File: config.mk
export PLATFORM = sky130hd
export DESIGN_NAME = core_avl_arbiter_2to1
export DESIGN_NICKNAME = d
export VERILOG_FILES = /design/src/rtl/core_avl_arbiter_2to1.sv
export SDC_FILE = /design/constraint.sdc
export NUM_CORES = 1
export LEC_CHECK = 0
export ABC_AREA = 1
export CAP_MARGIN = 0
export CORE_AREA = 2 2 124 126
export CTS_CLUSTER_DIAMETER = 150
export DETAILED_ROUTE_END_ITERATION = 7
export DIE_AREA = 0 0 126 128
export PLACE_DENSITY = 0.57
export SKIP_LAST_GASP = 1
export SYNTH_ARGS = -nofsm -noshare
export SYNTH_HDL_FRONTEND = slang
export SYNTH_SLANG_ARGS = --single-unit
export TNS_END_PERCENT = 1
File: constraint.sdc
create_clock -name clk -period 3.5 [get_ports clk]
set_clock_uncertainty 0.15 [all_clocks]
set_input_delay 0.875 -clock clk [delete_from_list [all_inputs] [get_ports clk]]
set_output_delay 0.875 -clock clk [all_outputs]
set_load 0.01 [all_outputs]
File: src/rtl/core_avl_arbiter_2to1.sv
// core_avl_arbiter_2to1
// Two requesters (m0 = instruction fetch, m1 = load/store unit) share one
// Avalon-MM master port. Grants alternate round-robin. A requester can lock
// the grant to keep a split unaligned access atomic. The requester ID of each
// accepted read is queued in order, so every read response goes back to the
// requester that issued it. Commands and responses pass through with no
// added cycles.
module core_avl_arbiter_2to1 #(
   parameter int DEPTH = 4,   // maximum outstanding reads (power of two, >= 2)
   parameter int AW    = 32,  // address width
   parameter int DW    = 32   // data width
) (
   input  logic            clk,
   input  logic            rest,

   // requester 0: instruction fetch
   input  logic [AW-1:0]   m0_address,
   input  logic            m0_read,
   input  logic            m0_write,
   input  logic [DW/8-1:0] m0_byte_en,
   input  logic [DW-1:0]   m0_write_data,
   input  logic            m0_lock,
   output logic            m0_request_ready,
   output logic [DW-1:0]   m0_read_data,
   output logic            m0_read_data_valid,

   // requester 1: load/store unit
   input  logic [AW-1:0]   m1_address,
   input  logic            m1_read,
   input  logic            m1_write,
   input  logic [DW/8-1:0] m1_byte_en,
   input  logic [DW-1:0]   m1_write_data,
   input  logic            m1_lock,
   output logic            m1_request_ready,
   output logic [DW-1:0]   m1_read_data,
   output logic            m1_read_data_valid,

   // shared bus port
   output logic [AW-1:0]   s_address,
   output logic            s_read,
   output logic            s_write,
   output logic [DW/8-1:0] s_byte_en,
   output logic [DW-1:0]   s_write_data,
   input  logic            s_request_ready,
   input  logic [DW-1:0]   s_read_data,
   input  logic            s_read_data_valid,

   // sticky flag: a response arrived while no read was outstanding
   output logic            resp_err
);

   localparam int PW = (DEPTH > 1) ? $clog2(DEPTH) : 1;  // pointer width
   localparam int CW = PW + 1;                           // count width, holds DEPTH

   // ---------------------------------------------------------------------
   // State
   // ---------------------------------------------------------------------
   logic          last_grant;   // requester granted by the last accepted command
   logic          locked;       // grant pinned to lock_owner
   logic          lock_owner;
   logic [CW-1:0] count;        // outstanding reads
   logic [PW-1:0] wr_ptr;
   logic [PW-1:0] rd_ptr;
   logic [DEPTH-1:0] id_mem;    // requester ID of each outstanding read, in issue order

   // ---------------------------------------------------------------------
   // Combinational signals
   // ---------------------------------------------------------------------
   logic          req0;
   logic          req1;
   logic          grant;        // requester granted this cycle
   logic          sel;          // mux select; forced to m0 while in reset
   logic          full;
   logic          g_read;
   logic          g_write;
   logic          g_lock;
   logic          accept;
   logic          push;
   logic          pop;
   logic          head_id;

   assign req0 = m0_read | m0_write;
   assign req1 = m1_read | m1_write;
   assign full = (count == CW'(DEPTH));

   // Round-robin grant, pinned to the lock owner while a lock is held
   always_comb begin
      // NOTE: assigning a default before any branch keeps always_comb free of inferred latches.
      grant = last_grant;
      if (locked) begin
         grant = lock_owner;
      end else if (req0 && !req1) begin
         grant = 1'b0;
      end else if (req1 && !req0) begin
         grant = 1'b1;
      end else if (req0 && req1) begin
         grant = ~last_grant;
      end
   end

   assign sel = rest ? 1'b0 : grant;

   // Route the selected requester's command to the bus
   always_comb begin
      s_address    = m0_address;
      s_byte_en    = m0_byte_en;
      s_write_data = m0_write_data;
      g_read       = m0_read;
      g_write      = m0_write;
      g_lock       = m0_lock;
      if (sel) begin
         s_address    = m1_address;
         s_byte_en    = m1_byte_en;
         s_write_data = m1_write_data;
         g_read       = m1_read;
         g_write      = m1_write;
         g_lock       = m1_lock;
      end
   end

   // Hold back a read while the ID queue is full. Writes are never held back.
   // Both are suppressed while in reset.
   assign s_read  = ~rest & g_read & ~full;
   assign s_write = ~rest & g_write;

   assign accept           = s_request_ready & (s_read | s_write);
   assign m0_request_ready = accept & ~sel;
   assign m1_request_ready = accept & sel;

   // Response routing from the head of the ID queue
   assign push    = accept & s_read;
   assign pop     = s_read_data_valid & (count != '0);
   assign head_id = id_mem[rd_ptr];

   assign m0_read_data_valid = pop & ~head_id;
   assign m1_read_data_valid = pop & head_id;
   assign m0_read_data       = rest ? '0 : s_read_data;
   assign m1_read_data       = rest ? '0 : s_read_data;

   // ---------------------------------------------------------------------
   // Sequential logic
   // ---------------------------------------------------------------------

   // Arbitration history and lock tracking
   always_ff @(posedge clk or posedge rest) begin
      if (rest) begin
         // NOTE: non-blocking assignments for all state, so every register samples pre-edge values.
         last_grant <= 1'b1;
         locked     <= 1'b0;
         lock_owner <= 1'b0;
      end else if (accept) begin
         last_grant <= grant;
         if (g_lock) begin
            locked     <= 1'b1;
            lock_owner <= grant;
         end else if (locked && (lock_owner == grant)) begin
            locked <= 1'b0;
         end
      end
   end

   // ID queue pointers and occupancy
   always_ff @(posedge clk or posedge rest) begin
      if (rest) begin
         wr_ptr <= '0;
         rd_ptr <= '0;
         count  <= '0;
      end else begin
         if (push) begin
            wr_ptr <= wr_ptr + PW'(1);
         end
         if (pop) begin
            rd_ptr <= rd_ptr + PW'(1);
         end
         if (push && !pop) begin
            count <= count + CW'(1);
         end else if (pop && !push) begin
            count <= count - CW'(1);
         end
      end
   end

   // ID queue storage
   // NOTE: storage is left unreset. Cleared pointers and count make its old contents unreachable.
   always_ff @(posedge clk) begin
      if (push) begin
         id_mem[wr_ptr] <= grant;
      end
   end

   // Sticky error when a response has no matching outstanding read
   always_ff @(posedge clk or posedge rest) begin
      if (rest) begin
         resp_err <= 1'b0;
      end else if (s_read_data_valid && (count == '0)) begin
         resp_err <= 1'b1;
      end
   end

endmodule

==> flow_summary.ini, run 1 <==
[power]
p_clk_share_pct = 9.0
power.density_nw_per_um2 = 440
p_comb_share_pct = 78.4
leakage_uw = 0.00286
total_power_uw = 2490
power.internal_uw = 1410
seqPwrFrac_pct = 12.5
sw_frac_of_total_pct = 43.3
ir_worst_vdd_v = 0.000209
p_sw_uw = 1080

[layout]
syn_to_final_growth_pct = 154
fillerInstances = 1610
seq_area_um2 = 397
utilization_pct = 38.1
n_antenna_cell = 0
drive_gt1_share_pct = 6.41
multi_input_area_um2 = 1310
fin_nets = 903

[synthesis]
ys_types = 27
synth_top_area_share_pct = 37.5
yosysWarnings = 0
yosysTopAreaCell = nand2_1
synth_area_per_cell_um2 = 5.30
synth.area.top_cells = nand2_1 37%, buf_4 12%, dfrtp_1 11%
synth_top_family_by_area = simple AND/OR/NAND/NOR gates
async_reset_ff_share_pct = 73.3
synth-seq-area-share_pct = 17.8
syn-cell-area_um2 = 2220
synth-xor-area-share_pct = 1.97
synth_most_common_cell = nand2_1
synth_fa_ha_area_share_pct = 3.71
synth-simple-area-share_pct = 48.8
muxShareOfSynthArea_pct = 0
synth_compound_area_share_pct = 3.26
synth_ff_type = dfrtp_1
synth-edff-count = 4
synth_nets = 604
syn_inst = 420
yosys-top-cells-count = 222 x nand2_1, 51 x inv_1, 43 x nor2_1, 35 x buf_4, 12 x buf_2
ys_seq_elements = 15

[floorplanning]
die_width_um = 126
pin_count = 317
core-area_um2 = 14900
rows = 45
dieArea_um2 = 16100
initial_core_util_pct = 15.0
die_height_um = 128

[worst_setup_path]
crit_type = in2out
path_max_fanout = 15
end_kind = output pin
crit_slowest_cell = clkdlybuf4s50_1
required_ps = 2470
slowest_delay_ps = 440
r2r_cells = 15
crit_arrival_ps = 2690
cp_cell_sequence = clkdlybuf4s50_1 -> nor2_1 -> nand2_1 -> nand3_4 -> nand3_4 -> inv_8 -> buf_4 -> bufbuf_16 -> nand2_1 -> nand2_1 -> dlygate4sd2_1
worst_setup_path_start_kind = primary input
cp_common_cell = nand2_1

[worst_hold_path]
hold_depth = 1
min_path_type = reg2reg

[route]
firstDrtPassIters = 4
drcViolationCount = 0
vias = 3418
avgViaCountPerCell = 3.77
drtIter0Drc = 130
wire_per_inst_um = 12.8
ant_nets = 0
routed_wirelength_um = 11600

[global_routing]
grt.overflow.total = 0
antenna_found_initial = 0
grt_pass1_vias = 3279
grt_usage_pct = 13.3
grt_max_degree = 34
grt_pass1_wl_um = 17200

[timing]
fin_ws_ps = -210
setup_viol = 55
drv_slew = 0
fmax_mhz = 270
period_share_pct = 106
rsz0062_at_grt = yes
slew-limit-headroom_pct = 49.3
period_needed_ps = 3710
max_slew.worst_pin.slew_ps = 753
final.setup.tns_ps = -6930
hold_viol_final = 0

[cts]
clock_latency_ps = 250
cts.path.max_buffers = 2
path_clk_slew_ps = 50
root_buffer = clkbuf_16
numCtsBuffers = 3
htreeDepth = 1
cts_tree = built
cts_sinks = 15

[placed_design]
port-buffer-count = 316
dp_hpwl_um = 9810
pre_cts_ws_ps = -401
place_congestion = 0.795

[status]
status = finished with violations
violations = setup timing

[run]
cap_violations = 0
cells in the final DEF (no fill, tap or decap), types with 2 or more instances in the layout:
cell,count
nor2_1,43
nand2_1,222
nand3_1,3
inv_2,3
o21ai_1,3
xor2_1,4
a21oi_1,4
buf_12,6
dfrtp_1,10
nand2_2,2
bufbuf_16,2
edfxtp_1,4
clkbuf_16,3
nand3_4,3
clkdlybuf4s50_1,246
dlygate4sd2_1,68
ha_1,5
buf_4,19
inv_1,51
layout make-up:
| class | count | area share (%) |
|---|---|---|
| sequential | 15 | 7.01 |
| tap | 188 | 4.16 |
| clock inverter | 1 | 0.133 |
| inverter | 56 | 3.85 |
| clock buffer | 3 | 1.33 |
| multi-input combinational | 299 | 23.1 |
| timing repair buffer | 344 | 60.4 |
timing repair:
action | CTS | global route
cloned | 2 | 0
resized for setup | 75 | 4
pin swaps | 1 | 1
setup endpoints to repair | 72 | 92
setup buffers | 5 | 1
hold buffers | 0 | 0
state kept, by name (all words and copies together) (netlist names):
| name | flops |
|---|---|
| last_grant | 1 |
| count | 3 |
| wr_ptr | 2 |
| rd_ptr | 2 |
| id_mem | 4 |
| locked | 1 |
| resp_err | 1 |
| lock_owner | 1 |
power by group through the flow:
stage	sequential (uW)	combinational, uW	clock (uW)
floorplan	305	879	0
global placement	313	2020	0
detailed placement	313	2030	0
CTS	313	1980	230
global route	324	2150	238
finish	312	1950	225
routing by layer:
layer / share of wire [%] / global-route usage (%) / up-vias
met5: 0 / 0 / -
met4: 2.0 / 3.43 / 0
met3: 8.7 / 3.71 / 17
met2: 50 / 23.7 / 178
met1: 39 / 15.8 / 1435
li1: - / - / 1788
critical path: cells and delay by family:
family	cells	cell delay, ps
buf+inv	5	1240
simple gates	6	550
path summary, 6_finish.rpt:
kind	startpoint	endpoint	slack, ps
worst max-delay path	m0_read	s_byte_en[3]	-210
worst min-delay path	rd_ptr[1]	rd_ptr[1]	310
worst max register to register	last_grant	count[2]	870
worst min register to register	rd_ptr[1]	rd_ptr[1]	310
max in group asynchronous	rest	last_grant	1980
min in group asynchronous	rest	wr_ptr[1]	1000
stage by stage:
stage | cells | cell area (um2) | hold WS [ps]
after global routing | 906 | 5660 | 335
final | 906 | 5660 | 314
after floorplan | 420 | 2220 | 292
after CTS | 905 | 5640 | 321
after global placement | 894 | 5510 | 309
after detailed placement | 894 | 5510 | 312
cells by family (layout without fill, tap and decap cells):
| family | Yosys count | count (layout) |
|---|---|---|
| xor gates and xnor gates | 5 | 5 |
| buffers and inverters | 106 | 404 |
| adders and majority gates | 6 | 6 |
| DFF | 15 | 15 |
| AOI/OAI and AO/OA | 12 | 12 |
| and+or+nand+nor | 276 | 276 |
Note: power is estimated with default switching activity, not from simulation.
==> run 2, diff against run 1 <==
--- a/config.mk
+++ b/config.mk
@@ -12,7 +12,6 @@
 export DETAILED_ROUTE_END_ITERATION = 7
 export DIE_AREA = 0 0 126 128
 export PLACE_DENSITY = 0.57
-export SKIP_LAST_GASP = 1
 export SYNTH_ARGS = -nofsm -noshare
 export SYNTH_HDL_FRONTEND = slang
 export SYNTH_SLANG_ARGS = --single-unit
==> flow_summary.ini, run 2 (synthesized netlist as in run 1, its figures left out) <==
[route]
vias = 3409
ant_nets = 0
firstDrtPassIters = 4
drcViolationCount = 0
wire_per_inst_um = 12.9
routed_wirelength_um = 11700
drtIter0Drc = 115
avgViaCountPerCell = 3.77

[global_routing]
grt_pass1_wl_um = 17400
grt_usage_pct = 13.4
antenna_found_initial = 0
grt_max_degree = 34
grt_pass1_vias = 3261
grt.overflow.total = 0

[worst_setup_path]
required_ps = 2470
crit_start = rest
rr_startpoint = last_grant
end_kind = output pin
path_max_fanout = 33
crit_arrival_ps = 2380
worst_setup_path_start_kind = primary input
r2r_cells = 16
crit_type = in2out

[floorplanning]
initial_core_util_pct = 15.0
pin_count = 317
core-area_um2 = 14900
dieArea_um2 = 16100
die_height_um = 128
die_width_um = 126
rows = 45

[layout]
final_common_cell = clkdlybuf4s50_1
fin_nets = 902
layout_common_cells = 240 x clkdlybuf4s50_1, 221 x nand2_1, 51 x inv_1
top_register = id_mem
syn_to_final_growth_pct = 145
drive_gt1_share_pct = 13.9
n_antenna_cell = 0
top_regs = id_mem: 4 flops, count: 3 flops
largest_reg_flops = 4

[power]
leakage_uw = 0.00278
total_power_uw = 2440
power.density_nw_per_um2 = 447
ir_worst_vdd_v = 0.000209

[timing]
period_needed_ps = 3400
slew-limit-headroom_pct = 49.3
period_share_pct = 97.2
max_slew.worst_pin.slew_ps = 754
fmax_mhz = 294
rsz0062_at_grt = no
finalHoldWorstSlack_ps = 313
drv_slew = 0
setup_viol = 0
hold_viol_final = 0
final.setup.tns_ps = 0

[status]
status = finished clean

[run]
cap_violations = 0

[cts]
path_clk_slew_ps = 50
htreeDepth = 1
numCtsBuffers = 3
cts_tree = built
root_buffer = clkbuf_16
cts.path.max_buffers = 2
cts_sinks = 15
clock_latency_ps = 250

[placed_design]
port-buffer-count = 316
dp_hpwl_um = 9810
place_congestion = 0.795

[worst_hold_path]
min_from = rd_ptr[1]
min_path_type = reg2reg
hold_depth = 1
[run 2: cell count changes in the layout (fill, tap and decap cells not counted)]
cell             change
buf_4                -3
nand2_2              +1
buf_16               +1
clkdlybuf4s50_1      -6
bufbuf_16            -1
buf_2               +45
nand2_1              -1
clkdlybuf4s15_1      +2
dlygate4sd2_1       -50
clkbuf_2             +9
buf_6                +2
[run 2: final timing paths]
path,end,slack (ps)
worst max-delay path,m1_read_data[21],100
worst min-delay path,rd_ptr[1],310
worst max register to register,count[2],970
worst min register to register,rd_ptr[1],310
max in group asynchronous,last_grant,1950
min in group asynchronous,wr_ptr[1],1020
[run 2: routing by layer]
layer  share of wire, %  global-route usage (%)  vias to the layer above  wire length, um
li1                   -                       -                     1785                -
met1                 40                    16.1                     1427             4660
met2                 49                    23.7                      180             5780
met3                8.8                    3.80                       17             1030
met4                2.0                    3.23                        0              235
met5                  0                       0                        -                0
[run 2: layout make-up]
| class | instances | area (um2) |
|---|---|---|
| fill | 1618 | 9420 |
| tap | 188 | 235 |
| multi-input combinational | 299 | 1310 |
| inverter | 56 | 218 |
| sequential | 15 | 397 |
| clock buffer | 3 | 75.1 |
| timing repair buffer | 343 | 3210 |
| clock inverter | 1 | 7.51 |
[run 2: critical path, cell delays in order]
cell,delay (ps)
clkdlybuf4s50_1,470
buf_6,220
nor2_1,220
clkdlybuf4s50_1,580
[run 2: timing repair]
action / in CTS / in global routing
pin swaps: 4 / 3
buffers inserted: 5 / 0
hold buffers: 0 / 0
resized for setup: 227 / 17
endpoints found under the setup margin: 72 / 90
gates cloned: 2 / 0
[run 2: power by group]
| part | switching [uW] | total (uW) | internal [uW] |
|---|---|---|---|
| clock network | 71.3 | 225 | 154 |
| registers | 50.6 | 312 | 261 |
| logic | 969 | 1900 | 931 |
[run 2: through the flow]
step | util (%) | setup slack (ps) | instances | area [um2]
6_report | 36.7 | 97.5 | 905 | 5450
5_1_grt | 36.7 | 16.5 | 905 | 5450
4_1_cts | 36.8 | -84.7 | 905 | 5470
3_5_place_dp | 37.1 | -401 | 894 | 5510
3_3_place_gp | 37.1 | -363 | 894 | 5510
2_1_floorplan | - | 610 | 420 | 2220
==> run 3, diff against run 2 <==
--- a/config.mk
+++ b/config.mk
@@ -12,6 +12,7 @@
 export DETAILED_ROUTE_END_ITERATION = 7
 export DIE_AREA = 0 0 126 128
 export PLACE_DENSITY = 0.57
+export SLEW_MARGIN = 30
 export SYNTH_ARGS = -nofsm -noshare
 export SYNTH_HDL_FRONTEND = slang
 export SYNTH_SLANG_ARGS = --single-unit
==> results of run 3 <==
The final DEF is identical to that of run 2; final timing and power are the same.
